## config.mk

```make
export PLATFORM = sky130hd
export DESIGN_NAME = bcd_counter_ndigit
export DESIGN_NICKNAME = d
export VERILOG_FILES = /design/src/rtl/bcd_counter_ndigit.sv
export SDC_FILE = /design/constraint.sdc
export NUM_CORES = 1
export LEC_CHECK = 0
export BUFFER_PORTS_ARGS = -buffer_cell sky130_fd_sc_hd__buf_2
export CORE_AREA = 5 5 51 75
export CTS_BUF_LIST = sky130_fd_sc_hd__clkbuf_8
export CTS_CLUSTER_SIZE = 20
export DETAILED_ROUTE_END_ITERATION = 8
export DIE_AREA = 0 0 56 80
export GPL_TIMING_DRIVEN = 0
export PLACE_DENSITY = 0.88
export SYNTH_ARGS = -nofsm -noshare
export SYNTH_HDL_FRONTEND = slang
export SYNTH_SLANG_ARGS = --single-unit
export TNS_END_PERCENT = 10
```

## constraint.sdc

```tcl
create_clock -name clk -period 4 [get_ports clk]
set_input_delay 0.6 -clock clk [delete_from_list [all_inputs] [get_ports clk]]
set_output_delay 0.6 -clock clk [all_outputs]
set_load 0.05 [all_outputs]
```

## src/rtl/bcd_counter_ndigit.sv

```systemverilog
// Multi-digit synchronous BCD up/down counter with parallel load, clear,
// clock-enable prescaler, terminal-count and wrap flags.
module bcd_counter_ndigit #(
    parameter int DIGITS   = 4,
    parameter int PRESCALE = 1
) (
    input  logic                clk,
    input  logic                rst,
    input  logic                en,
    input  logic                up,
    input  logic                clr,
    input  logic                load,
    input  logic [4*DIGITS-1:0] load_val,
    output logic [4*DIGITS-1:0] bcd,
    output logic                tc,
    output logic                wrap,
    output logic                load_err
);
    localparam int            PW    = (PRESCALE > 1) ? $clog2(PRESCALE) : 1;
    localparam logic [PW-1:0] PLAST = PW'(PRESCALE - 1);

    // Illegal digits (>9) are replaced by 0 so the count never leaves BCD space.
    function automatic logic [4*DIGITS-1:0] bcd_sanitize(input logic [4*DIGITS-1:0] v);
        logic [4*DIGITS-1:0] r;
        r = v;
        for (int i = 0; i < DIGITS; i++) begin
            if (v[4*i +: 4] > 4'd9) begin
                r[4*i +: 4] = 4'd0;
            end else begin
                r[4*i +: 4] = v[4*i +: 4];
            end
        end
        return r;
    endfunction

    function automatic logic bcd_invalid(input logic [4*DIGITS-1:0] v);
        logic bad;
        bad = 1'b0;
        for (int i = 0; i < DIGITS; i++) begin
            bad = bad | (v[4*i +: 4] > 4'd9);
        end
        return bad;
    endfunction

    logic [4*DIGITS-1:0] bcd_r;
    logic [PW-1:0]       pcnt_r;
    logic                wrap_r;
    logic                load_err_r;
    logic [4*DIGITS-1:0] nxt_s;
    logic                step_s;
    logic                lo9_s;
    logic                lo0_s;
    logic                tc_s;

    // Next count value: carry/borrow ripples through all lower digits in one cycle.
    always_comb begin
        step_s = en & (pcnt_r == PLAST);
        nxt_s  = bcd_r;
        lo9_s  = 1'b1;
        lo0_s  = 1'b1;
        for (int i = 0; i < DIGITS; i++) begin
            if (up) begin
                if (lo9_s) begin
                    nxt_s[4*i +: 4] = (bcd_r[4*i +: 4] >= 4'd9) ? 4'd0 : bcd_r[4*i +: 4] + 4'd1;
                end else begin
                    nxt_s[4*i +: 4] = bcd_r[4*i +: 4];
                end
            end else begin
                if (lo0_s) begin
                    nxt_s[4*i +: 4] = (bcd_r[4*i +: 4] == 4'd0) ? 4'd9 : bcd_r[4*i +: 4] - 4'd1;
                end else begin
                    nxt_s[4*i +: 4] = bcd_r[4*i +: 4];
                end
            end
            lo9_s = lo9_s & (bcd_r[4*i +: 4] == 4'd9);
            lo0_s = lo0_s & (bcd_r[4*i +: 4] == 4'd0);
        end
        // After the loop lo9_s/lo0_s describe the whole counter.
        tc_s = step_s & (up ? lo9_s : lo0_s);
    end

    // Count, prescaler and flag registers; priority rst > clr > load > step.
    always_ff @(posedge clk) begin
        if (!rst) begin
            bcd_r      <= '0;
            pcnt_r     <= '0;
            wrap_r     <= 1'b0;
            load_err_r <= 1'b0;
        end else if (clr) begin
            bcd_r      <= '0;
            pcnt_r     <= '0;
            wrap_r     <= 1'b0;
            load_err_r <= 1'b0;
        end else if (load) begin
            bcd_r      <= bcd_sanitize(load_val);
            pcnt_r     <= '0;
            wrap_r     <= 1'b0;
            load_err_r <= bcd_invalid(load_val);
        end else begin
            load_err_r <= 1'b0;
            wrap_r     <= tc_s;
            if (en) begin
                pcnt_r <= step_s ? '0 : pcnt_r + PW'(1);
                if (step_s) begin
                    bcd_r <= nxt_s;
                end
            end
        end
    end

    assign bcd      = bcd_r;
    assign tc       = tc_s;
    assign wrap     = wrap_r;
    assign load_err = load_err_r;
endmodule

```

Yosys cells after proc, flatten, opt, wreduce, memory -nomap -nowiden

Cells that the tools add are included.

Output and inout port bits: 19
Logic and storage cells: 88
Input port bits: 22
Register bits: 19

Add/sub/neg operators: 9
Bitwise gates (word level): 14
Magnitude comparators: 8
Muxes and demuxes: 27
Eq/ne operators: 7
Reductions and logical operators: 16

Operators by type and width:

| kind                  | count |
|---|---|
| $mux W4               | 22 |
| $mux W16              | 3 |
| $add A4 B1 Y4 const B | 4 |
| $eq A4 B4 Y1 const B  | 4 |
| $ge A4 B4 Y1 const B  | 4 |
| $gt A4 B4 Y1 const B  | 4 |
| $logic_not A4 Y1      | 4 |
| $sub A4 B1 Y4 const B | 4 |
| $reduce_and A4 Y1     | 3 |
| $ne A3 B1 Y1 const B  | 3 |
| $reduce_bool A3 Y1    | 3 |
| $and A1 B1 Y1         | 8 |
| $reduce_or A3 Y1      | 2 |
| $reduce_bool A2 Y1    | 2 |
| $not A1 Y1            | 3 |
| $or A1 B1 Y1          | 3 |
| $mux W1               | 2 |
| $reduce_and A2 Y1     | 1 |
| $reduce_or A2 Y1      | 1 |
| $add A1 B1 Y1 const B | 1 |

Depth between registers and ports, before layout

Word-level depth: 8
Mapped depth: 7
Depth with buffers taken out: 7

Worst setup path before layout

No wires, ideal clock.

Path kind: reg2out
From: register bcd_r[4] (netlist: bcd[4])
To: output port tc
Slack: 0.972 ns
Path buffers: 0
Cell stages (with the launch flop): 6
Data arrival time: 2.428 ns
Data required time: 3.400 ns
Path through: dfxtp_1 inv_1 ha_1 or4b_4 or4_4 a21oi_2

Cells in the longest elaborated chain, start to end: 6
Elaborated cells on any way between the ends: 10
Those cells by class: eq/ne (1); mux (1); bitwise (7); reduce/logical (1)

Ends and longest elaborated chain:

| element                                               | line   | source |
|---|---|---|
| start: declaration                                    | 45     | `logic [4*DIGITS-1:0] bcd_r;` |
| start signal: assignment                              | 95     | `bcd_r <= bcd_sanitize(load_val);` |
| start signal: assignment                              | 105    | `bcd_r <= nxt_s;` |
| $eq A4 B4 Y1 or $logic_not A4 Y1 (tied branches)      | 75, 76 |  |
| $and A1 B1 Y1, on equally long branches (3 in series) | 75, 76 |  |
| $mux W1 *                                             | 79     | `tc_s = step_s & (up ? lo9_s : lo0_s);` |
| $and A1 B1 Y1 *                                       | 79     |  |
| end: declaration                                      | 15     | `output logic tc,` |

Every way passes the cells marked *; elsewhere a longest branch is shown, timed or not.

Worst setup path after layout

Same ends and word-level chain as after synthesis.

==> impl_results.md <==
* CTS tree: yes
* Core area at between 3000 and 4000 sq um
* Min Tclk post-route at between 3 and 4 ns
* Worst slack, placed at about 1.2 ns
* R2R depth at 7
* Fin. max-slew vios at 0
* Ranking of synthesized cells by area: dfxtp_1, ha_1, a21oi_1
* Post-synth EDFFs at 0
* Area grow syn2layout at 16.9%
* Final hold viol count at 0
* CP required at 3.40 ns
* Worst hold endpoint: pcnt_r
* Synth async-reset ratio at 0%
* VDD IR max at roughly 0.00016 V
* HP Start: pcnt_r
* PD cells at 265 nW/um^2
* Vias at between 1500 and 2000
* Pleak at approximately 0.87 nW
* Actual slew at the worst max-slew pin at between 1 and 1.5 ns
* Post-synthesis sequential area ratio at 21.8%
* Critical Path AT at roughly 2.6 ns
* Crit-path cells: inv_1, ha_1, or4b_4, or4_4, a21oi_2, buf_2
* Initial detailed-routing violation count at about 120
* Setup TNS at 0 ns
* Syn Nets at around 270
* Adder-cell area share of the yosys netlist at approximately a tenth
* Final Wtd Congestion at between 0.9 and 1
* Gr busiest metal: met2
* Antenna Cells at 0
* Xor/xnor cell area share of the yosys netlist at approximately 1.5%
* Min-Delay Path Depth at 1
* Final ANT Viol Nets at 0
* Critical R2R Launch: bcd[4]
* Max Cap Violations at 0
* Relative slew slack at a little under a third
* Antenna violations before repair at 0
* Setup bufs post-CTS at 0
* RSZ-0062 raised after global routing: false
* Buf/Inv on CP at 2
* Setup violators final at 0
* Top cell type's share of synthesized area at 21.8%
* Vias in the first global route at 1805
* Clock Sinks at 19
* DPL Wire Length at roughly 3.7 mm
* Max incr delay on CP at between 0.5 and 0.6 ns
* GRT overflow at 0
* CTS Buf Count at 3
* Worst setup EP type: primary output
* Final hold slack at 0.508 ns
* Row cnt at 25
* Clk_skew at 0.00250 ns
* Post-synthesis mux area share at 1.15%
* Total global-route track usage at between 20% and 30%
* Post-route setup slack at around 0.84 ns
* Crit path max fanout at 9
* Met1 Usage GRT at 25.1%
* Crit path launch type: flop
* Hold WC Path Type: reg -> reg
* CP delay by family, top: simple AND/OR/NAND/NOR gates
* 1st-pass router iterations at 4
* R2R setup slack at between 1 and 1.5 ns
* Number of library cell types mapped by synthesis at 53
* Avg Inst Size Synth at roughly 7.5 sq um
* Placed insts at about 310
* Syn Inst Count at roughly 230
* Worst-path clk slew at approximately 0.080 ns
* H-tree levels at 1
* Global routing usage on met2 at between 30% and 40%
* DRC at 0
* Buffers on Ports at 40
* CTS resizes at 0
* Largest net degree at the start of global routing at 11
* Post-synthesis simple-gate area fraction at 27.3%
* Post-synth top cells: nor2_1, a21oi_1, dfxtp_1
* WP depth at 6
* Avg WL per Cell at 15.7 um
* Hold_buf cts at 0
* Starting density of the core at 56.4%
* Mapped Area at about 1700 sq um
* IO Count at just over 40
* Die footprint at approximately 4500 sq um
* Yosys top cell by area: dfxtp_1
* Die height at roughly 80 um
* Number of nets in the layout at about 310
* Fin cells at about 320
* Worst-skew pair later-pin latency at between 0.2 and 0.3 ns
* Synth Area in Compound Gates at roughly 33%
* Status: finished, final reports clean
* Routed vias/inst at 6.25
* Max Buffers Root-to-Sink at 2
* Ys Warns at 0
* CP Class: reg -> out
* Share of cells above drive strength 1 at about a fifth
* First-pass GRT wire length at around 8 mm
* Main combinational cell family by area after synthesis: compound AO/OA/AOI/OAI gates
* Max Freq at 316 MHz
* Flops & latches, synth at 19
* Count leader, synth: nor2_1
* Root Buffer: clkbuf_8
* RR Endpoint: bcd[11]
* Die Wd at about 56 um
* CP max-delay cell: or4b_4
* WL final at about 5 mm
* Period utilization at between 70% and 80%
* Met3 usage at approximately 2.4%
* Prevailing post-synth register cell: dfxtp_1
[through the flow]
step           area, sq um  power [mW]  util, %
2_1_floorplan         1750       0.347        -
6_report              2040       0.540     65.9
3_5_place_dp          2000       0.397     64.4
3_3_place_gp          2000       0.394     64.4
4_1_cts               2040       0.538     65.9
5_1_grt               2040       0.566     65.9
[cell families after synthesis]
logic type	Yosys count
buffers and inverters	26
DFF	19
muxes	2
adders and majority gates	13
AOI/OAI and AO/OA	84
and+or+nand+nor	87
xor gates and xnor gates	3
[metal layers]
metal,routed length [um],share of wire (%),vias to the layer above
met5,0,0,-
met4,189,3.8,0
met3,352,7.0,22
met2,2510,50,95
met1,1950,39,908
li1,-,-,961
[layout make-up]
class,count,area [sq um]
clock buffers,3,41.3
multi-input cells,189,1260
inverters,14,52.6
repair buffers,40,200
well taps,40,50.0
plain buffers,12,56.3
clock inverters,1,3.75
fillers,279,1060
flip-flops and latches,19,380
[sequential cells by signal, summed over array words and instances, names as in the netlist]
signal / count
bcd: 16
load_err: 1
pcnt_r: 1
wrap: 1
[worst register-to-register path, delay by kind of cell (launching register included)]
kind	cells	cell delay, ns
AND/OR/NAND/NOR	2	0.29
adder cells (fa/ha/maj)	1	0.30
flip-flops	1	0.50
buffers and inverters	1	0.11
AO/OA/AOI/OAI	3	1.23
[worst max-delay path by stage]
| stage | slack (ns) | from | to |
|---|---|---|---|
| global route | 0.73 | bcd[4] | tc |
| detailed placement | 1.16 | bcd[4] | tc |
| global placement | 1.19 | bcd[4] | tc |
| CTS | 0.85 | bcd[4] | tc |
| floorplan | 0.97 | bcd[4] | tc |
| finish | 0.84 | bcd[4] | tc |
[placed cells by master (no fill, tap or decap), drive strengths merged, types with 2 or more instances in the layout]
| cell | Yosys | layout |
|---|---|---|
| a21oi | 25 | 25 |
| clkbuf | 7 | 10 |
| a211oi | 11 | 11 |
| dfxtp | 19 | 19 |
| inv | 13 | 14 |
| nor3b | 2 | 2 |
| and3 | 2 | 2 |
| a31oi | 5 | 5 |
| nand3b | 4 | 4 |
| ha | 13 | 13 |
| mux2i | 2 | 2 |
| nor2 | 28 | 28 |
| o21bai | 2 | 2 |
| xnor2 | 3 | 3 |
| a222oi | 3 | 3 |
| o21ai | 13 | 13 |
| a221o | 2 | 2 |
| nand2 | 11 | 11 |
| or3b | 6 | 6 |
| nand4b | 3 | 3 |
| a32oi | 3 | 3 |
| nor2b | 4 | 4 |
| a22o | 2 | 2 |
| nand2b | 9 | 9 |
| buf | 5 | 45 |
| o31ai | 3 | 3 |
| nand3 | 6 | 6 |
| nor3 | 6 | 6 |
[power breakdown]
part	internal [mW]	switching, mW
combinational	0.0689	0.120
sequential	0.197	0.0111
clock	0.0687	0.0743
total	0.334	0.206
Note: power is estimated with default switching activity, not from simulation.
